==> src/rtl/uart_csr_bank_pkg.sv <==
// ----------------------------------------------------------------------------
// uart_csr_bank_pkg
//   Shared types and constants for the multi-channel 16550-style CSR bank.
//   Holds register layouts (LCR, FCR, LSR, divisor, IER, IIR), the register
//   offset map and the IIR interrupt identification codes.
//   Optional feature macro used by the bank: UART_CSR_IRQ_EN.
// ----------------------------------------------------------------------------
package uart_csr_bank_pkg;

  typedef struct packed {
    logic       dlab;
    logic       brk;
    logic       stick_par;
    logic       even_par;
    logic       par_en;
    logic       stop2;
    logic [1:0] wls;
  } lcr_t;

  typedef struct packed {
    logic [1:0] rx_trig;
    logic [1:0] rsvd;
    logic       dma_mode;
    logic       tx_rst;
    logic       rx_rst;
    logic       fifo_en;
  } fcr_t;

  typedef struct packed {
    logic fifo_err;
    logic temt;
    logic thre;
    logic bi;
    logic fe;
    logic pe;
    logic oe;
    logic dr;
  } lsr_t;

  typedef struct packed {
    logic [7:0] dlm;
    logic [7:0] dll;
  } div_t;

  typedef struct packed {
    logic [3:0] rsvd;
    logic       edssi;
    logic       elsi;
    logic       etbei;
    logic       erbfi;
  } ier_t;

  typedef struct packed {
    logic [1:0] fifo_en;
    logic [1:0] rsvd;
    logic [3:0] id;
  } iir_t;

  // Register offsets (DLL/DLM alias RBR/IER when LCR.dlab=1)
  localparam logic [2:0] UART_OFS_RBR = 3'd0;
  localparam logic [2:0] UART_OFS_IER = 3'd1;
  localparam logic [2:0] UART_OFS_IIR = 3'd2;
  localparam logic [2:0] UART_OFS_LCR = 3'd3;
  localparam logic [2:0] UART_OFS_MCR = 3'd4;
  localparam logic [2:0] UART_OFS_LSR = 3'd5;
  localparam logic [2:0] UART_OFS_MSR = 3'd6;
  localparam logic [2:0] UART_OFS_SCR = 3'd7;

  // IIR[3:0] identification codes, highest priority first
  localparam logic [3:0] IIR_RLS  = 4'b0110;
  localparam logic [3:0] IIR_RDA  = 4'b0100;
  localparam logic [3:0] IIR_CTO  = 4'b1100;
  localparam logic [3:0] IIR_THRE = 4'b0010;
  localparam logic [3:0] IIR_NONE = 4'b0001;

  localparam lcr_t LCR_RESET = 8'h03;

  // FCR bits 2:1 are self-clearing reset commands, so they are never stored.
  function automatic fcr_t fcr_store(input logic [7:0] w);
    return {w[7:6], 2'b00, w[3], 2'b00, w[0]};
  endfunction

endpackage

==> src/rtl/uart_csr_chan.sv <==
// ----------------------------------------------------------------------------
// uart_csr_chan
//   One channel of the CSR bank: LCR/FCR/SCR/IER/divisor storage, sticky LSR
//   error bits with clear-on-read, and the prioritised IIR / irq logic.
//   Optional feature macro: UART_CSR_IRQ_EN (IER writable, IIR priority, irq).
// Ports
//   clk, rst                 clock, async active-high reset
//   wr_i, rd_i               channel-qualified write/read strobes
//   addr_i, wdata_i          register offset, write data
//   rx_data_i                RX FIFO head byte
//   rx_nonempty_i .. temt_i  live LSR sources
//   oe_i, pe_i, fe_i, bi_i   error event pulses
//   rx_trig_hit_i, rx_timeout_i  RX interrupt sources
//   rd_data_o                combinational read value (registered by the top)
//   rx_pop_o, tx_push_o      registered access pulses
//   lcr_o, div_o, fcr_o      stored configuration
//   rx_rst_p_o, tx_rst_p_o   FIFO reset pulses
//   irq_o                    registered interrupt request
// ----------------------------------------------------------------------------
module uart_csr_chan
  import uart_csr_bank_pkg::*;
#(
  parameter logic [15:0] DIV_RESET = 16'd54
) (
  input  logic       clk,
  input  logic       rst,
  input  logic       wr_i,
  input  logic       rd_i,
  input  logic [2:0] addr_i,
  input  logic [7:0] wdata_i,
  input  logic [7:0] rx_data_i,
  input  logic       rx_nonempty_i,
  input  logic       rx_fifo_err_i,
  input  logic       thre_i,
  input  logic       temt_i,
  input  logic       oe_i,
  input  logic       pe_i,
  input  logic       fe_i,
  input  logic       bi_i,
  input  logic       rx_trig_hit_i,
  input  logic       rx_timeout_i,
  output logic [7:0] rd_data_o,
  output logic       rx_pop_o,
  output logic       tx_push_o,
  output lcr_t       lcr_o,
  output div_t       div_o,
  output fcr_t       fcr_o,
  output logic       rx_rst_p_o,
  output logic       tx_rst_p_o,
  output logic       irq_o
);

  lcr_t       lcr_q, lcr_d;
  div_t       div_q, div_d;
  fcr_t       fcr_q, fcr_d;
  ier_t       ier_q, ier_d;
  logic [7:0] scr_q, scr_d;
  logic [3:0] sticky_q, sticky_d;   // {bi, fe, pe, oe}
  logic       rx_pop_q, rx_pop_d;
  logic       tx_push_q, tx_push_d;
  logic       rx_rst_q, rx_rst_d;
  logic       tx_rst_q, tx_rst_d;
  logic       irq_q, irq_d;
  logic       thre_pend_q, thre_pend_d;
  iir_t       iir;
  lsr_t       lsr;

  assign lsr = {rx_fifo_err_i, temt_i, thre_i, sticky_q, rx_nonempty_i};

  always_comb begin
    iir         = '0;
    iir.fifo_en = {2{fcr_q.fifo_en}};
    iir.id      = IIR_NONE;
`ifdef UART_CSR_IRQ_EN
    if (ier_q.elsi && (|sticky_q))         iir.id = IIR_RLS;
    else if (ier_q.erbfi && rx_trig_hit_i) iir.id = IIR_RDA;
    else if (ier_q.erbfi && rx_timeout_i)  iir.id = IIR_CTO;
    else if (ier_q.etbei && thre_pend_q)   iir.id = IIR_THRE;
`endif
  end

  // Read value reflects state before any same-cycle write.
  always_comb begin
    rd_data_o = 8'h00;
    case (addr_i)
      UART_OFS_RBR: rd_data_o = lcr_q.dlab ? div_q.dll : rx_data_i;
      UART_OFS_IER: rd_data_o = lcr_q.dlab ? div_q.dlm : ier_q;
      UART_OFS_IIR: rd_data_o = iir;
      UART_OFS_LCR: rd_data_o = lcr_q;
      UART_OFS_LSR: rd_data_o = lsr;
      UART_OFS_SCR: rd_data_o = scr_q;
      default:      rd_data_o = 8'h00;
    endcase
  end

  always_comb begin
    lcr_d       = lcr_q;
    div_d       = div_q;
    fcr_d       = fcr_q;
    ier_d       = ier_q;
    scr_d       = scr_q;
    sticky_d    = sticky_q;
    thre_pend_d = thre_pend_q;
    rx_pop_d    = 1'b0;
    tx_push_d   = 1'b0;
    rx_rst_d    = 1'b0;
    tx_rst_d    = 1'b0;
    irq_d       = 1'b0;

    if (rd_i && addr_i == UART_OFS_LSR) sticky_d = '0;
    if (rd_i && addr_i == UART_OFS_RBR && !lcr_q.dlab) rx_pop_d = 1'b1;
    if (rd_i && addr_i == UART_OFS_IIR && iir.id == IIR_THRE) thre_pend_d = 1'b0;

    if (wr_i) begin
      case (addr_i)
        UART_OFS_RBR: begin
          if (lcr_q.dlab) div_d.dll = wdata_i;
          else begin
            tx_push_d   = 1'b1;
            thre_pend_d = 1'b0;
          end
        end
        UART_OFS_IER: begin
          if (lcr_q.dlab) div_d.dlm = wdata_i;
`ifdef UART_CSR_IRQ_EN
          else            ier_d     = {4'b0000, wdata_i[3:0]};
`endif
        end
        UART_OFS_IIR: begin
          fcr_d    = fcr_store(wdata_i);
          rx_rst_d = wdata_i[1];
          tx_rst_d = wdata_i[2];
        end
        UART_OFS_LCR: lcr_d = wdata_i;
        UART_OFS_SCR: scr_d = wdata_i;
        default: ;
      endcase
    end

    // An event arriving with the clearing read must not be lost.
    sticky_d = sticky_d | {bi_i, fe_i, pe_i, oe_i};

`ifdef UART_CSR_IRQ_EN
    if ((thre_i && !thre_pend_src_q()) ||
        (wr_i && addr_i == UART_OFS_IER && !lcr_q.dlab && wdata_i[1] && !ier_q.etbei && thre_i))
      thre_pend_d = 1'b1;
    irq_d = ~iir.id[0];
`else
    thre_pend_d = 1'b0;
`endif
  end

`ifdef UART_CSR_IRQ_EN
  logic thre_q;
  function automatic logic thre_pend_src_q();
    return thre_q;
  endfunction
  always_ff @(posedge clk or posedge rst) begin
    if (rst) thre_q <= 1'b0;
    else     thre_q <= thre_i;
  end
`else
  logic unused_irq_sources;
  assign unused_irq_sources = ^{rx_trig_hit_i, rx_timeout_i, thre_pend_q, irq_d};
`endif

  always_ff @(posedge clk or posedge rst) begin
    if (rst) begin
      lcr_q       <= LCR_RESET;
      div_q       <= DIV_RESET;
      fcr_q       <= '0;
      ier_q       <= '0;
      scr_q       <= '0;
      sticky_q    <= '0;
      thre_pend_q <= 1'b0;
      rx_pop_q    <= 1'b0;
      tx_push_q   <= 1'b0;
      rx_rst_q    <= 1'b0;
      tx_rst_q    <= 1'b0;
      irq_q       <= 1'b0;
    end else begin
      lcr_q       <= lcr_d;
      div_q       <= div_d;
      fcr_q       <= fcr_d;
      ier_q       <= ier_d;
      scr_q       <= scr_d;
      sticky_q    <= sticky_d;
      thre_pend_q <= thre_pend_d;
      rx_pop_q    <= rx_pop_d;
      tx_push_q   <= tx_push_d;
      rx_rst_q    <= rx_rst_d;
      tx_rst_q    <= tx_rst_d;
      irq_q       <= irq_d;
    end
  end

  assign lcr_o      = lcr_q;
  assign div_o      = div_q;
  assign fcr_o      = fcr_q;
  assign rx_pop_o   = rx_pop_q;
  assign tx_push_o  = tx_push_q;
  assign rx_rst_p_o = rx_rst_q;
  assign tx_rst_p_o = tx_rst_q;
`ifdef UART_CSR_IRQ_EN
  assign irq_o      = irq_q;
`else
  assign irq_o      = 1'b0;
  logic unused_irq_q;
  assign unused_irq_q = irq_q;
`endif

endmodule

==> src/rtl/uart_csr_bank.sv <==
// ----------------------------------------------------------------------------
// uart_csr_bank
//   16550-style register bank for NUM_CH UART channels on one byte-wide CSR
//   bus. Decodes the channel select, registers the read data and packs the
//   per-channel outputs. Optional feature macro: UART_CSR_IRQ_EN.
// Ports
//   clk, rst            clock, async active-high reset
//   wr_en, rd_en        one-cycle access strobes
//   ch_sel, addr, wdata channel, register offset, write data
//   rdata, rvalid       read data, valid one cycle after rd_en (data held)
//   rx_data, rx_pop     RX FIFO head bytes / pop pulses
//   tx_data, tx_push    THR data / push pulses
//   lcr_o, div_o, fcr_o packed per-channel configuration
//   rx_rst_p, tx_rst_p  FIFO reset pulses
//   rx_nonempty .. bi   LSR sources
//   rx_trig_hit, rx_timeout  RX interrupt sources
//   irq                 per-channel interrupt request
// ----------------------------------------------------------------------------
module uart_csr_bank
  import uart_csr_bank_pkg::*;
#(
  parameter  int          NUM_CH    = 2,
  parameter  logic [15:0] DIV_RESET = 16'd54,
  localparam int          CH_W      = (NUM_CH > 1) ? $clog2(NUM_CH) : 1
) (
  input  logic                 clk,
  input  logic                 rst,
  input  logic                 wr_en,
  input  logic                 rd_en,
  input  logic [CH_W-1:0]      ch_sel,
  input  logic [2:0]           addr,
  input  logic [7:0]           wdata,
  output logic [7:0]           rdata,
  output logic                 rvalid,
  input  logic [NUM_CH*8-1:0]  rx_data,
  output logic [NUM_CH-1:0]    rx_pop,
  output logic [7:0]           tx_data,
  output logic [NUM_CH-1:0]    tx_push,
  output logic [NUM_CH*8-1:0]  lcr_o,
  output logic [NUM_CH*16-1:0] div_o,
  output logic [NUM_CH*8-1:0]  fcr_o,
  output logic [NUM_CH-1:0]    rx_rst_p,
  output logic [NUM_CH-1:0]    tx_rst_p,
  input  logic [NUM_CH-1:0]    rx_nonempty,
  input  logic [NUM_CH-1:0]    rx_fifo_err,
  input  logic [NUM_CH-1:0]    thre,
  input  logic [NUM_CH-1:0]    temt,
  input  logic [NUM_CH-1:0]    oe,
  input  logic [NUM_CH-1:0]    pe,
  input  logic [NUM_CH-1:0]    fe,
  input  logic [NUM_CH-1:0]    bi,
  input  logic [NUM_CH-1:0]    rx_trig_hit,
  input  logic [NUM_CH-1:0]    rx_timeout,
  output logic [NUM_CH-1:0]    irq
);

  logic [7:0]        chan_rd [NUM_CH];
  logic [NUM_CH-1:0] hit;
  logic [7:0]        rdata_q, rdata_d;
  logic              rvalid_q;
  logic [7:0]        tx_data_q;

  // A select beyond NUM_CH hits no channel: writes vanish, reads see 0x00.
  generate
    for (genvar gi = 0; gi < NUM_CH; gi++) begin : g_ch
      assign hit[gi] = (ch_sel == CH_W'(gi));

      uart_csr_chan #(.DIV_RESET(DIV_RESET)) u_chan (
        .clk           (clk),
        .rst           (rst),
        .wr_i          (wr_en & hit[gi]),
        .rd_i          (rd_en & hit[gi]),
        .addr_i        (addr),
        .wdata_i       (wdata),
        .rx_data_i     (rx_data[gi*8 +: 8]),
        .rx_nonempty_i (rx_nonempty[gi]),
        .rx_fifo_err_i (rx_fifo_err[gi]),
        .thre_i        (thre[gi]),
        .temt_i        (temt[gi]),
        .oe_i          (oe[gi]),
        .pe_i          (pe[gi]),
        .fe_i          (fe[gi]),
        .bi_i          (bi[gi]),
        .rx_trig_hit_i (rx_trig_hit[gi]),
        .rx_timeout_i  (rx_timeout[gi]),
        .rd_data_o     (chan_rd[gi]),
        .rx_pop_o      (rx_pop[gi]),
        .tx_push_o     (tx_push[gi]),
        .lcr_o         (lcr_o[gi*8 +: 8]),
        .div_o         (div_o[gi*16 +: 16]),
        .fcr_o         (fcr_o[gi*8 +: 8]),
        .rx_rst_p_o    (rx_rst_p[gi]),
        .tx_rst_p_o    (tx_rst_p[gi]),
        .irq_o         (irq[gi])
      );
    end
  endgenerate

  always_comb begin
    rdata_d = 8'h00;
    for (int i = 0; i < NUM_CH; i++) begin
      if (hit[i]) rdata_d = rdata_d | chan_rd[i];
    end
  end

  always_ff @(posedge clk or posedge rst) begin
    if (rst) begin
      rdata_q   <= 8'h00;
      rvalid_q  <= 1'b0;
      tx_data_q <= 8'h00;
    end else begin
      rvalid_q <= rd_en;
      if (rd_en) rdata_q <= rdata_d;
      // Only meaningful alongside a tx_push pulse.
      if (wr_en && addr == UART_OFS_RBR) tx_data_q <= wdata;
    end
  end

  assign rdata   = rdata_q;
  assign rvalid  = rvalid_q;
  assign tx_data = tx_data_q;

endmodule
==> config.mk <==
export PLATFORM = sky130hd
export DESIGN_NAME = uart_csr_bank
export DESIGN_NICKNAME = d
export VERILOG_FILES = /design/src/rtl/uart_csr_bank_pkg.sv /design/src/rtl/uart_csr_chan.sv /design/src/rtl/uart_csr_bank.sv
export SDC_FILE = /design/constraint.sdc
export NUM_CORES = 1
export LEC_CHECK = 0
export CORE_AREA = 4 4 86 148
export CTS_CLUSTER_SIZE = 24
export DETAILED_ROUTE_END_ITERATION = 6
export DIE_AREA = 0 0 90 152
export HOLD_SLACK_MARGIN = 0.02
export PLACE_DENSITY = 0.74
export SLEW_MARGIN = 30
export SYNTH_ARGS = -nofsm -noshare
export SYNTH_HDL_FRONTEND = slang
export SYNTH_SLANG_ARGS = --single-unit
==> constraint.sdc <==
create_clock -name clk -period 5.5 [get_ports clk]
set_clock_uncertainty 0.05 [all_clocks]
set_input_delay 0.825 -clock clk [delete_from_list [all_inputs] [get_ports clk]]
set_output_delay 0.825 -clock clk [all_outputs]
set_load 0.01 [all_outputs]
* Yosys cells after proc, flatten, opt, wreduce, memory -nomap -nowiden
Cells that the tools add are included. W data, S select, Z words.
Word-level totals: output and inout port bits 91, input port bits 52, flip-flop bits (word level) 105, word-level logic and storage cells 96
Operators by class: bitwise gates (word level) 8, equality and inequality tests 5, reductions and logical operators 20, muxes and demuxes 24
Operator list (count):
- $pmux W8 S6 | 2
- $mux W8 | 6
- $mux W1 | 14
- $reduce_and A2 Y1 | 6
- $reduce_and A3 Y1 | 4
- $mux W4 | 2
- $or A4 B4 Y4 | 2
- $or A8 B8 Y8 | 1
- $logic_and A1 B1 Y1 | 7
- $eq A3 B2 Y1 const B | 2
- $eq A3 B3 Y1 const B | 2
- $and A1 B1 Y1 | 4
- $eq A3 B1 Y1 const B | 1
- $logic_not A3 Y1 | 1
- $logic_not A1 Y1 | 2
- $not A1 Y1 | 1

* Depth between registers and ports, before layout
depth after elaboration 5, depth in mapped cells 7, depth with buffers taken out 5

* Cells and area by module
From an unflattened synthesis, not the netlist that was laid out.
Second synthesis, totals: cells, all modules 388, area, all modules 4977.3 µm²
By module, submodules not included:
- uart_csr_chan | instances 2, area each 2123.3 µm², seq. area each 1108.6 µm², cells an instance 165
- uart_csr_bank | instances 1, area each 730.7 µm², seq. area each 425.4 µm², cells an instance 58

* Worst setup path after synthesis
Ideal clock, no wire load.
path type input port to flip-flop, start in addr[0], end reg g_ch[1].u_chan.div_q (netlist bit g_ch[1].u_chan.div_o[0]), data required time 5325 ps, stages on the path 4, setup time 125 ps, arrival time 1858 ps, path slack 3467 ps, path buffers 0, path through nor3_2 nand2_1 nor2_2 mux2_2
On the way: cells in the longest elaborated chain, start to end 2
RTL lines:
- start: declaration | line uart_csr_bank.sv:31 | input logic [2:0] addr,
- $logic_not A3 Y1 | line uart_csr_chan.sv:115 | case (addr_i)
- $reduce_and A3 Y1 (no line)
- end signal: assignment | line uart_csr_chan.sv:183 | div_q <= div_d;
- end: declaration | line uart_csr_chan.sv:54 | div_t div_q, div_d;
No other way between the ends. A chain may end at the register's enable or synchronous reset.

* Worst setup path after layout
start in addr[1], end reg g_ch[1].u_chan.div_q (netlist bit g_ch[1].u_chan.div_o[7])
The elaborated chain is that of the path after synthesis.

==> impl_metrics.ini <==
[drt]
routed_wl_um = 14500
drtIter0Drc = 202
via_count = 3762
drt-pass1-iter-count = 5
drc_errors = 0
viasPerCell = 5.62
wire_per_inst_um = 21.7
final_antenna_net_count = 0

[outcome]
outcome = complete, no violations

[floorplan]
io_pins = 143
die_h_um = 152
die_w_um = 90
fp.coreArea_sq_um = 11500
start_util = 0.439
design.die.area_sq_um = 13700
rows = 52

[flow_run]
drv_cap = 0

[final_layout]
final_common_cell = clkdlybuf4s50_1
area_delta_synth_final_pct = 31.4
n_antenna_cell = 0
layout_common_cells = clkdlybuf4s50_1 (127), dfrtp_1 (93), mux2_2 (83), nand2_1 (29), a21oi_1 (19)
fin_nets = 581
fin_area_sq_um = 6640
fill_cells = 995
layout-drive-gt1-share = 0.247

[clock_tree]
holdBufCountCts = 0
cts_buffers = 9
cts_tree = built
root_buffer = clkbuf_16
cts_resized = 0
clockBufferDepth = 2
post_cts_buffers = 0
cts_sinks = 105
clkTransAtPathRegs_ns = 0.06
clkLatencyLatePin_ns = 0.35
htree_levels = 3

[grt]
grt_antenna_before_repair = 0
grt_usage = 0.211
grt_pass1_wl_um = 22200
grt_pass1_vias = 3961
grt_max_degree = 79
gr-total-overflow = 0

[power]
peakVddDrop_v = 0.000217
p_leak_nw = 2.79
p_per_area_nw_per_um2 = 353

[timing]
rsz0062_at_grt = false
min_period_ns = 3.10
drv_slew = 0
setup_violations = 0
finalCritPeriodShare = 0.563
slew_headroom = 0.365
setup_tns_ns = 0
fmax_mhz = 323
worst_pin_slew_ns = 0.953
finalHoldViolCount = 0

[critical_path]
critPathBufInv = 2
critPathSlowestCell = nor2_2
cp_max_fo = 26
crit_chain = clkdlybuf4s50_1 -> buf_4 -> nor3_2 -> nand2_1 -> nor2_2 -> mux2_2
worstSetupPathType = primary input to flop
max_stage_delay_ns = 0.67
arrival_ns = 3.28
crit_family = simple AND/OR/NAND/NOR gates
end_kind = flop
required_ns = 5.68
critPathLaunchType = primary input

[yosys]
syn_avg_cell_area_sq_um = 12.1
yosys.area.top_type = dfrtp_1
syn_inst = 419
synth_cell_type_count = 52
synth_area_sq_um = 5050
synthTopCellsByArea = dfrtp_1 (46%), mux2_2 (18%), dfstp_2 (6.2%), mux2i_1 (3.2%), buf_4 (3.0%)
ys_ff_latch = 105
yosysSeqAreaShare = 0.523
ys_warn_count = 0
synth_top_area_frac = 0.460

[placement]
gp_congestion = 0.852
dpl.hpwl_um = 10800
io_buffers = 128
placed_cell_area_sq_um = 6310

[min_path]
hold_class = flop to flop
-- report_power, final --
| group | internal [W] | switching (W) | leakage [nW] |
|---|---|---|---|
| Sequential | 0.000922 | 0.000122 | 1.28 |
| Clock | 0.000415 | 0.000272 | 0.162 |
| Combinational | 0.000366 | 0.000249 | 1.34 |
| Total | 0.00170 | 0.000643 | 2.79 |
-- cell type report --
cell class / instances / area (sq um) / share of cell area
multi-input cells: 276 / 2170 / 0.327
repair buffers: 132 / 1310 / 0.197
inverters: 5 / 23.8 / 0.00358
clock buffers: 15 / 298 / 0.0448
flip-flops and latches: 105 / 2640 / 0.398
clock inverters: 1 / 30.0 / 0.00452
well taps: 135 / 169 / 0.0254
-- through the flow --
| step | cells | worst slack [ns] | util | hold WS (ns) | total power (W) |
|---|---|---|---|---|---|
| 2_1_floorplan | 428 | 1.88 | - | 0.399 | 0.00133 |
| 3_3_place_gp | 653 | 2.07 | 0.548 | 0.412 | 0.00166 |
| 3_5_place_dp | 653 | 2.06 | 0.548 | 0.417 | 0.00168 |
| 4_1_cts | 669 | 2.40 | 0.576 | 0.432 | 0.00236 |
| 5_1_grt | 669 | 2.30 | 0.577 | 0.446 | 0.00244 |
| 6_report | 669 | 2.40 | 0.577 | 0.431 | 0.00235 |
-- worst reg2reg max path, stage by stage (launching register included) --
cell and delay, ns:
dfrtp_1 0.93, nor2b_2 0.41, nand3_1 0.13, nor2_2 0.43
mux2_2 0.40
-- cells by family (layout without fill, tap and decap cells) --
| logic type | count (synthesis) | in the layout | share of synthesized area |
|---|---|---|---|
| DFF | 105 | 105 | 0.523 |
| muxes | 101 | 101 | 0.221 |
| other | 1 | 10 | 0.000742 |
| buffers and inverters | 47 | 153 | 0.0545 |
| AOI/OAI and AO/OA | 78 | 78 | 0.105 |
| and+or+nand+nor | 87 | 87 | 0.0963 |
-- synthesized netlist by cell type, drive strengths merged --
cell / count
nand2b: 3
and4bb: 1
o311ai: 1
a32oi: 1
a31oi: 3
dfrtp: 93
o32ai: 1
conb: 1
a22oi: 7
nand4b: 1
o21a: 1
nand4: 4
o21ai: 15
o22ai: 2
o2111ai: 2
a22o: 9
nand3: 6
o2bb2ai: 2
buf: 35
dfstp: 12
a21oi: 19
nor3b: 2
nor2: 17
o31a: 1
mux2: 85
and2: 2
o221ai: 1
and2b: 1
inv: 5
nand2: 32
a221o: 1
clkbuf: 7
a21o: 8
or3: 1
mux2i: 16
a221oi: 3
nor3: 9
and3: 2
o211ai: 1
nor2b: 6
-- routing by layer --
metal	up-vias	part of all wire	track usage
met5	-	0	0
met4	0	0.030	0.0986
met3	26	0.049	0.0391
met2	146	0.54	0.382
met1	1885	0.38	0.235
li1	1705	-	-
-- worst paths after layout --
check | startpoint | to | slack [ns] | depth (start not counted)
hold reg to reg | g_ch[1].u_chan.sticky_q[0] | g_ch[1].u_chan.sticky_q[0] | 0.43 | 1
hold / removal | g_ch[1].u_chan.sticky_q[0] | g_ch[1].u_chan.sticky_q[0] | 0.43 | 1
setup / recovery | addr[1] | g_ch[1].u_chan.div_o[7] | 2.40 | 6
setup reg to reg | g_ch[1].u_chan.lcr_o[7] | g_ch[1].u_chan.div_o[11] | 3.03 | 4
max in group asynchronous | rst | g_ch[0].u_chan.div_o[2] | 3.57 | 3
min in group asynchronous | rst | g_ch[0].u_chan.tx_push_o | 0.92 | 2
-- flip-flops by register name, indices dropped and copies added (netlist names), 8 cells and up --
register / cells
g_ch.u_chan.lcr_o: 16
rdata: 8
g_ch.u_chan.scr_q: 16
g_ch.u_chan.sticky_q: 8
g_ch.u_chan.fcr_o: 8
g_ch.u_chan.div_o: 32
tx_data: 8
Note: power is estimated with default switching activity, not from simulation.
